File: src/rtl/mpu_store.sv
`default_nettype none
`timescale 1ns/1ps
// +--------------------------------------------------------------------------+
// | Module   : mpu_store                                                     |
// | Purpose  : Matrix store unit. Accepts a store request, fetches the       |
// |            matrix dimensions from the MPU register file, validates them  |
// |            and then streams every element out on a valid/ready stream.   |
// |            A two-entry output buffer plus at most one outstanding        |
// |            register-file read sustains one element per cycle.            |
// | Option   : STORE_TRANSPOSE_EN - when defined, adds mem_store_transpose_in|
// |            which selects column-major traversal and swaps the reported   |
// |            sizes. When undefined the port is absent and traversal is     |
// |            always row-major.                                             |
// | Ports    :                                                               |
// |   clk, rst                  clock, synchronous active-low reset          |
// |   store_en_in               store request strobe                         |
// |   mem_store_addr_in         source matrix address                        |
// |   mem_store_transpose_in    column-major request (option only)           |
// |   mem_store_ack_out         one-cycle pulse, request accepted            |
// |   mem_store_error_out       dimension error, held until next request     |
// |   mem_store_valid_out       output element valid                         |
// |   mem_store_ready_in        sink ready                                   |
// |   mem_store_element_out     element data                                 |
// |   mem_store_last_out        final element of the matrix                  |
// |   mem_m/n_store_size_out    rows / columns being stored                  |
// |   reg_store_en_out          size-read request to register file           |
// |   reg_store_addr_out        matrix address to register file              |
// |   reg_m/n_store_size_in     stored sizes, valid cycle after request      |
// |   reg_store_rd_out          element read strobe                          |
// |   reg_i/j_store_loc_out     element read row / column                    |
// |   reg_store_element_in      read data, valid cycle after read strobe     |
// | Revision : 1.0  initial release                                          |
// +--------------------------------------------------------------------------+
module mpu_store #(
   parameter int FP              = 32,
   parameter int M               = 4,
   parameter int N               = 4,
   parameter int MBITS           = 2,
   parameter int NBITS           = 2,
   parameter int MATRIX_REG_SIZE = 2
) (
   input  logic                       clk,
   input  logic                       rst,
   input  logic                       store_en_in,
   input  logic [MATRIX_REG_SIZE-1:0] mem_store_addr_in,
`ifdef STORE_TRANSPOSE_EN
   input  logic                       mem_store_transpose_in,
`endif
   output logic                       mem_store_ack_out,
   output logic                       mem_store_error_out,
   output logic                       mem_store_valid_out,
   input  logic                       mem_store_ready_in,
   output logic [FP-1:0]              mem_store_element_out,
   output logic                       mem_store_last_out,
   output logic [MBITS:0]             mem_m_store_size_out,
   output logic [NBITS:0]             mem_n_store_size_out,
   output logic                       reg_store_en_out,
   output logic [MATRIX_REG_SIZE-1:0] reg_store_addr_out,
   input  logic [MBITS:0]             reg_m_store_size_in,
   input  logic [NBITS:0]             reg_n_store_size_in,
   output logic                       reg_store_rd_out,
   output logic [MBITS:0]             reg_i_store_loc_out,
   output logic [NBITS:0]             reg_j_store_loc_out,
   input  logic [FP-1:0]              reg_store_element_in
);

   localparam logic [1:0] STORE_IDLE   = 2'd0;
   localparam logic [1:0] STORE_SIZE   = 2'd1;
   localparam logic [1:0] STORE_STREAM = 2'd2;

   localparam int         MW      = MBITS + 1;
   localparam int         NW      = NBITS + 1;
   localparam logic [31:0] M_MAX  = M;
   localparam logic [31:0] N_MAX  = N;
   localparam logic [MBITS:0] ROW_ONE = {{MBITS{1'b0}}, 1'b1};
   localparam logic [NBITS:0] COL_ONE = {{NBITS{1'b0}}, 1'b1};

   // ---------------------------------------------------------------------
   // State
   // ---------------------------------------------------------------------
   logic [1:0]                 state_q, state_d;
   logic [MATRIX_REG_SIZE-1:0] addr_q, addr_d;
   logic                       err_q, err_d;
   logic [MBITS:0]             m_q, m_d;         // matrix rows as stored
   logic [NBITS:0]             n_q, n_d;         // matrix columns as stored
   logic [MBITS:0]             msz_q, msz_d;     // reported sizes (may be swapped)
   logic [NBITS:0]             nsz_q, nsz_d;
   logic [MBITS:0]             row_q, row_d;     // next element to read
   logic [NBITS:0]             col_q, col_d;
   logic                       issued_all_q, issued_all_d;
   logic                       infl_q, infl_d;   // read issued last cycle
   logic                       infl_last_q, infl_last_d;
   logic [FP-1:0]              ebuf_q [2];
   logic [FP-1:0]              ebuf_d [2];
   logic                       elast_q [2];
   logic                       elast_d [2];
   logic                       wr_q, wr_d;
   logic                       rd_q, rd_d;
   logic [1:0]                 cnt_q, cnt_d;

   logic                       accept_w;
   logic                       valid_w;
   logic                       xfer_w;
   logic [2:0]                 occ_w;
   logic                       issue_w;
   logic                       at_last_w;
   logic                       size_bad_w;
   logic                       transpose_w;

`ifdef STORE_TRANSPOSE_EN
   logic                       transpose_q, transpose_d;
   assign transpose_w = transpose_q;
`else
   assign transpose_w = 1'b0;
`endif

   // ---------------------------------------------------------------------
   // Handshake / issue qualifiers
   // ---------------------------------------------------------------------
   assign accept_w = (state_q == STORE_IDLE) && store_en_in;
   assign valid_w  = (cnt_q != 2'd0);
   assign xfer_w   = valid_w && mem_store_ready_in;

   // Slots that will still be claimed after this cycle's transfer; a new
   // read is only allowed if its data is guaranteed a buffer entry.
   assign occ_w    = {1'b0, cnt_q} + {2'b00, infl_q} - {2'b00, xfer_w};
   assign issue_w  = (state_q == STORE_STREAM) && !issued_all_q && (occ_w < 3'd2);

   // (m-1, n-1) is the final element in both traversal orders.
   assign at_last_w = (row_q == (m_q - ROW_ONE)) && (col_q == (n_q - COL_ONE));

   assign size_bad_w = (reg_m_store_size_in == '0) ||
                       (reg_n_store_size_in == '0) ||
                       ({{(31-MBITS){1'b0}}, reg_m_store_size_in} > M_MAX) ||
                       ({{(31-NBITS){1'b0}}, reg_n_store_size_in} > N_MAX);

   // ---------------------------------------------------------------------
   // Next-state logic
   // ---------------------------------------------------------------------
   always_comb begin
      state_d      = state_q;
      addr_d       = addr_q;
      err_d        = err_q;
      m_d          = m_q;
      n_d          = n_q;
      msz_d        = msz_q;
      nsz_d        = nsz_q;
      row_d        = row_q;
      col_d        = col_q;
      issued_all_d = issued_all_q;
      infl_d       = issue_w;
      infl_last_d  = issue_w && at_last_w;
      ebuf_d       = ebuf_q;
      elast_d      = elast_q;
      wr_d         = wr_q;
      rd_d         = rd_q;
      cnt_d        = cnt_q + {1'b0, infl_q} - {1'b0, xfer_w};
`ifdef STORE_TRANSPOSE_EN
      transpose_d  = transpose_q;
`endif

      // Returned read data lands in the buffer in arrival order.
      if (infl_q) begin
         ebuf_d[wr_q]  = reg_store_element_in;
         elast_d[wr_q] = infl_last_q;
         wr_d          = ~wr_q;
      end
      if (xfer_w) begin
         rd_d = ~rd_q;
      end

      case (state_q)
         STORE_IDLE: begin
            if (store_en_in) begin
               addr_d  = mem_store_addr_in;
               err_d   = 1'b0;
               state_d = STORE_SIZE;
`ifdef STORE_TRANSPOSE_EN
               transpose_d = mem_store_transpose_in;
`endif
            end
         end

         STORE_SIZE: begin
            if (size_bad_w) begin
               err_d   = 1'b1;
               state_d = STORE_IDLE;
            end else begin
               m_d          = reg_m_store_size_in;
               n_d          = reg_n_store_size_in;
               row_d        = '0;
               col_d        = '0;
               issued_all_d = 1'b0;
               if (transpose_w) begin
                  msz_d = MW'(reg_n_store_size_in);
                  nsz_d = NW'(reg_m_store_size_in);
               end else begin
                  msz_d = reg_m_store_size_in;
                  nsz_d = reg_n_store_size_in;
               end
               state_d = STORE_STREAM;
            end
         end

         STORE_STREAM: begin
            if (issue_w) begin
               if (at_last_w) begin
                  issued_all_d = 1'b1;
               end
               if (transpose_w) begin
                  if (row_q == (m_q - ROW_ONE)) begin
                     row_d = '0;
                     col_d = col_q + COL_ONE;
                  end else begin
                     row_d = row_q + ROW_ONE;
                  end
               end else begin
                  if (col_q == (n_q - COL_ONE)) begin
                     col_d = '0;
                     row_d = row_q + ROW_ONE;
                  end else begin
                     col_d = col_q + COL_ONE;
                  end
               end
            end
            // Final element handed over: nothing can be in flight or
            // buffered behind it, so the stream context is simply cleared.
            if (xfer_w && elast_q[rd_q]) begin
               state_d      = STORE_IDLE;
               m_d          = '0;
               n_d          = '0;
               msz_d        = '0;
               nsz_d        = '0;
               row_d        = '0;
               col_d        = '0;
               issued_all_d = 1'b0;
            end
         end

         default: begin
            state_d = STORE_IDLE;
         end
      endcase
   end

   // ---------------------------------------------------------------------
   // Registers
   // ---------------------------------------------------------------------
   always_ff @(posedge clk) begin
      if (!rst) begin
         state_q      <= STORE_IDLE;
         addr_q       <= '0;
         err_q        <= 1'b0;
         m_q          <= '0;
         n_q          <= '0;
         msz_q        <= '0;
         nsz_q        <= '0;
         row_q        <= '0;
         col_q        <= '0;
         issued_all_q <= 1'b0;
         infl_q       <= 1'b0;
         infl_last_q  <= 1'b0;
         ebuf_q[0]    <= '0;
         ebuf_q[1]    <= '0;
         elast_q[0]   <= 1'b0;
         elast_q[1]   <= 1'b0;
         wr_q         <= 1'b0;
         rd_q         <= 1'b0;
         cnt_q        <= 2'd0;
`ifdef STORE_TRANSPOSE_EN
         transpose_q  <= 1'b0;
`endif
      end else begin
         state_q      <= state_d;
         addr_q       <= addr_d;
         err_q        <= err_d;
         m_q          <= m_d;
         n_q          <= n_d;
         msz_q        <= msz_d;
         nsz_q        <= nsz_d;
         row_q        <= row_d;
         col_q        <= col_d;
         issued_all_q <= issued_all_d;
         infl_q       <= infl_d;
         infl_last_q  <= infl_last_d;
         ebuf_q[0]    <= ebuf_d[0];
         ebuf_q[1]    <= ebuf_d[1];
         elast_q[0]   <= elast_d[0];
         elast_q[1]   <= elast_d[1];
         wr_q         <= wr_d;
         rd_q         <= rd_d;
         cnt_q        <= cnt_d;
`ifdef STORE_TRANSPOSE_EN
         transpose_q  <= transpose_d;
`endif
      end
   end

   // ---------------------------------------------------------------------
   // Outputs
   // ---------------------------------------------------------------------
   // The size request goes out in the acceptance cycle so the sizes are
   // available while in STORE_SIZE.
   assign mem_store_ack_out     = accept_w;
   assign reg_store_en_out      = accept_w;
   assign reg_store_addr_out    = (state_q == STORE_IDLE) ? mem_store_addr_in : addr_q;
   assign mem_store_error_out   = err_q;
   assign mem_store_valid_out   = valid_w;
   assign mem_store_element_out = ebuf_q[rd_q];
   assign mem_store_last_out    = valid_w && elast_q[rd_q];
   assign mem_m_store_size_out  = msz_q;
   assign mem_n_store_size_out  = nsz_q;
   assign reg_store_rd_out      = issue_w;
   assign reg_i_store_loc_out   = row_q;
   assign reg_j_store_loc_out   = col_q;

endmodule
`default_nettype wire

File: config.mk
export PLATFORM = sky130hd
export DESIGN_NAME = mpu_store
export DESIGN_NICKNAME = d
export VERILOG_FILES = /design/src/rtl/mpu_store.sv
export SDC_FILE = /design/constraint.sdc
export NUM_CORES = 1
export LEC_CHECK = 0
export ABC_AREA = 1
export BUFFER_PORTS_ARGS = -buffer_cell sky130_fd_sc_hd__buf_2
export CAP_MARGIN = 10
export CELL_PAD_IN_SITES_DETAIL_PLACEMENT = 0
export CELL_PAD_IN_SITES_GLOBAL_PLACEMENT = 1
export CORE_UTILIZATION = 32
export DETAILED_ROUTE_END_ITERATION = 8
export PLACE_DENSITY_LB_ADDON = 0.1
export SLEW_MARGIN = 20
export SYNTH_ARGS = -nofsm -noshare
export SYNTH_HDL_FRONTEND = slang
export SYNTH_SLANG_ARGS = --single-unit
File: constraint.sdc
create_clock -name clk -period 3.15 [get_ports clk]
set_input_delay 0.63 -clock clk [delete_from_list [all_inputs] [get_ports clk]]
set_output_delay 0.63 -clock clk [all_outputs]
set_load 0.005 [all_outputs]
== Word level (Yosys, flattened, before mapping) ==
Cells that the tools add are included.

* Output and inout port bits: 52
* Bits of input ports: 44
* Register bits: 90
* Word-level logic and storage cells: 111

* Bitwise operators: 4
* Eq/ne operators: 11
* Reductions and logical operators: 26
* Order comparisons: 6
* Mux-type cells: 39
* Add/subtract/negate cells: 8

{| class="wikitable"
|+ Operator list
! operator !! number
|-
| $mux W32 || 4
|-
| $bwmux W64 || 1
|-
| $demux W32 S1 || 1
|-
| $mux W3 || 10
|-
| $pmux W3 S2 || 4
|-
| $mux W1 || 10
|-
| $logic_and A1 B1 Y1 || 9
|-
| $reduce_and A3 Y1 || 3
|-
| $mux W2 || 4
|-
| $reduce_and A4 Y1 || 2
|-
| $add A3 B1 Y3 const B || 2
|-
| $eq A3 B3 Y1 || 2
|-
| $gt A3 B3 Y1 const B || 2
|-
| $logic_not A3 Y1 || 2
|-
| $ne A2 B2 Y1 const B || 3
|-
| $ne A3 B2 Y1 const B || 2
|-
| $pmux W2 S3 || 1
|-
| $reduce_bool A2 Y1 || 3
|-
| $sub A3 B1 Y3 const B || 2
|-
| $ge A2 B2 Y1 const B || 2
|-
| $not A1 Y2 || 2
|-
| $pmux W1 S2 || 2
|-
| $reduce_and A2 Y1 || 2
|-
| $add A2 B1 Y3 || 1
|-
| 15 further kinds || 18
|}

== Logic depth before layout (Yosys ltp) ==
* Depth in word-level cells: 8
* Mapped depth: 16
* Mapped depth without buffers: 16

== Worst setup path after synthesis ==
Ideal clock, no wire load.

* Path type: input to output
* Start: in mem_store_ready_in
* End: out reg_store_rd_out
* Buffers on the path: 0
* Setup slack: 0.577 ns
* Data required time: 2.520 ns
* Arrival: 1.943 ns
* Cell stages on the path: 11
* Cell sequence: inv_1 nor2_4 ha_1 inv_1 ha_1 fa_1 inv_1 nand2_1 nand2_1 nand3_4 inv_2

* Word-level cells in the longest chain between the ends: 4

{| class="wikitable"
|+ Ends and longest elaborated chain
! item !! RTL line !! text
|-
| from (decl) || 52 || <nowiki>input logic mem_store_ready_in,</nowiki>
|-
| $logic_and A1 B1 Y1 || 122 || <nowiki>assign xfer_w = valid_w && mem_store_ready_in;</nowiki>
|-
| named net xfer_w || 103 || <nowiki>logic xfer_w;</nowiki>
|-
| $sub A3 B1 Y3 || 126 || <nowiki>assign occ_w = {1'b0, cnt_q} + {2'b00, infl_q} - {2'b00, xfer_w};</nowiki>
|-
| $lt A3 B2 Y1 || 127 || <nowiki>assign issue_w = (state_q == STORE_STREAM) && !issued_all_q && (occ_w < 3'd2);</nowiki>
|-
| $logic_and A1 B1 Y1 || 127 ||
|-
| to (decl) || 61 || <nowiki>output logic reg_store_rd_out,</nowiki>
|}

The timed path passes the listed nets, and every way through them passes these cells.

== Worst setup path after layout ==
* Start: reg cnt_q[1]
* End: out reg_store_rd_out

* Word-level cells in the longest chain between the ends: 5

{| class="wikitable"
|+ Ends and longest elaborated chain
! item !! RTL line !! text
|-
| from (decl) || 99 || <nowiki>logic [1:0] cnt_q, cnt_d;</nowiki>
|-
| from (signal assigned) || 292 || <nowiki>cnt_q <= cnt_d;</nowiki>
|-
| $reduce_bool A2 Y1 || 121 || <nowiki>assign valid_w = (cnt_q != 2'd0);</nowiki>
|-
| $logic_and A1 B1 Y1 || 122 ||
|-
| named net xfer_w || 103 ||
|-
| $sub A3 B1 Y3 || 126 ||
|-
| $lt A3 B2 Y1 || 127 ||
|-
| $logic_and A1 B1 Y1 || 127 ||
|}

The timed path passes the listed nets, and every way through them passes these cells.

==> flow_summary.toml <==
[logic_synthesis]
seq_area_frac_synth = 0.439
syn_nets = 651
synth.avg_cell_area_sq_um = 6.87
syn_area_sq_um = 4100
synth_area_leaders = "dfxtp_1, nor2_1, nand2_1"
synth_top_area_frac = 0.439
synth-seq-cells = 90
yosys_warnings = 0
syn_inst = 597
yosysUniqueCellTypes = 32
yosysTopAreaCell = "dfxtp_1"

[grt]
grt_pass1_vias = 3588
grt.total_usage = 0.175
grt_pass1_wl_um = 18000
grt_max_degree = 35
grt_antenna_before_repair = 0
gr-total-overflow = 0

[critical_path]
worstPathArrival_ns = 2.33
r2r_end = "reg_j_store_loc_out[0]"
required_ns = 2.52
cp_slowest_cell = "fa_1"
criticalPathCategory = "register to output port"
worstReg2RegStart = "cnt_q[1]"
crit_path_end_kind = "output port"
critPathMaxStageDelay_ns = 0.39
crit_chain = "nor2_2 -> nor2_4 -> ha_1 -> inv_1 -> ha_1 -> fa_1 -> inv_1 -> nand2_1 -> nand2_1 -> nand3_4 -> inv_2 -> buf_2"
ff2ff_setup_slack_ns = 0.78
start_kind = "register"
worst-path-buf-inv = 4
critPathTopFamily = "adder cells"
r2r_cells = 16
cp_max_fo = 4

[cts]
clock_path_buffers = 2
cts_buffers = 9
clk_latency_ns = 0.34
clkTransAtPathRegs_ns = 0.06
cts_root_buf = "clkbuf_16"
cts.htree.levels = 3
post_cts_buffers = 0
cts_sinks = 90
postCtsHoldBufs = 0
post_cts_resized = 0
tritoncts = "yes"

[route]
avgViaCountPerCell = 4.57
wirelength_um = 11000
dr.first_iter.drc_count = 163
drt-pass1-iter-count = 4
vias = 3897
ant_nets = 0
wl_per_cell_um = 12.9
post-route-drc-count = 0

[worst_hold_path]
whs_path_depth = 2
worstHoldStart = "ebuf_q[39]"
whs_endpoint = "ebuf_q[39]"
hp-class = "register to register"

[sta]
period_needed_ns = 2.96
tns_ns = 0
rsz0062_at_grt = "false"
worst_slew_pin_slew_ns = 0.714
maxSlewHeadroom = 0.524
hold_viol = 0
finalCritPeriodShare = 0.938
finalSetupViolCount = 0
fmax_ghz = 0.338
setup_slack_ns = 0.195
final_max_slew_viol_count = 0
finalClockSkew_ns = 0.00594

[die]
die-area_sq_um = 13300
ios = 96
die_w_um = 115
die_h_um = 115
coreArea_sq_um = 12300
fp-row-count = 40
initial_core_util = 0.334

[flow_run]
cap_violations = 0

[pwr]
power.total_mw = 3.09
powerDensity_nw_per_um2 = 622
p_leak_nw = 2.45
vdd_drop_max_mv = 0.258

[placed_design]
place_ws_ns = 0.289
io_buffer_count = 95
dp.cells = 839
dpl.hpwl_um = 7350
gp_congestion = 0.761

[finish]
finalNetCount = 736
mostFrequentLayoutCells = "nor2_1, nand2_1, buf_2, dfxtp_1, o21ai_0"
nFillCells = 1313
syn_to_final_growth_pct = 21.1
drive_gt1_frac = 0.202
mostFrequentLayoutCell = "nor2_1"
num_antenna_cells = 0
layout.cells.non_filler = 852
final_util = 0.405

[run_status]
status = "complete, no violations"
-- cell type report --
type	count	area (sq um)	area share
clock inverters	1	5.00	0.00101
clock buffers	12	236	0.0476
multi-input cells	431	2000	0.403
well taps	168	210	0.0423
repair buffers	102	528	0.106
inverters	48	183	0.0368
flip-flops and latches	90	1800	0.363
-- synthesized netlist by cell type --
library cell and number:
a31oi_1 1, clkinv_1 1, o21ai_0 77, inv_4 1
nand2_1 142, dfxtp_1 90, nor2_1 148, nand3_4 3
nor3_1 2, nand2_4 2, clkbuf_1 23, a21oi_2 2
buf_1 1, nand4_1 3, nor2_2 1, nand3_2 2
buf_6 1, nand2_2 6, o21ai_1 1, buf_4 1
nand3_1 8, inv_1 41, buf_2 2, or2_0 1
o22ai_1 5, ha_1 9, xor2_1 3, inv_2 5
xnor2_1 2, a21oi_1 10, fa_1 1, nor2_4 2
-- report_power, final --
part	leakage [nW]	switching, mW	internal, mW
sequential	0.729	0.0887	1.25
combinational	1.60	0.517	0.291
clock	0.118	0.417	0.521
total	2.45	1.02	2.06
-- worst register-to-register path, delay by kind of cell, from the launching register on --
kind | cells | cell delay (ns)
fa+ha+maj | 3 | 0.85
buf+inv | 3 | 0.18
flops | 1 | 0.34
simple gates | 10 | 0.91
-- state kept, by name, summed over array words and instances, names as in the netlist --
register	cells
cnt_q	2
elast_q	2
mem_n_store_size_out	3
infl_q	1
infl_last_q	1
state_q	2
mem_store_error_out	1
mem_m_store_size_out	3
reg_j_store_loc_out	3
issued_all_q	1
ebuf_q	64
addr_q	2
rd_q	1
reg_i_store_loc_out	3
wr_q	1
-- stage by stage --
stage / instance area [sq um] / hold WS [ns]
after floorplan: 4100 / 0.424
after global placement: 4720 / 0.437
after detailed placement: 4720 / 0.441
after CTS: 4960 / 0.450
after global routing: 4960 / 0.478
final: 4960 / 0.447
-- kinds of logic after synthesis --
| group | share of synthesized area |
|---|---|
| adders and majority gates | 0.0323 |
| AOI/OAI and AO/OA | 0.121 |
| and+or+nand+nor | 0.323 |
| DFF | 0.439 |
| buffers and inverters | 0.0735 |
| xor gates and xnor gates | 0.0107 |
-- routing by layer --
metal / routed length, um / vias to the layer above / GRT usage
li1: - / 2023 / -
met1: 5430 / 1780 / 0.237
met2: 5010 / 84 / 0.283
met3: 393 / 10 / 0.0285
met4: 133 / 0 / 0.0571
met5: 0 / - / 0
-- worst max-delay path by stage --
stage,slack [ns],end,startpoint,cells after the start
finish,0.19,reg_store_rd_out,cnt_q[1],12
floorplan,0.58,reg_store_rd_out,mem_store_ready_in,11
CTS,0.19,reg_store_rd_out,cnt_q[1],12
global route,0.08,reg_store_rd_out,cnt_q[1],12
detailed placement,0.29,reg_store_rd_out,mem_store_ready_in,13
global placement,0.29,reg_store_rd_out,mem_store_ready_in,13
(Power assumes the default switching activity.)
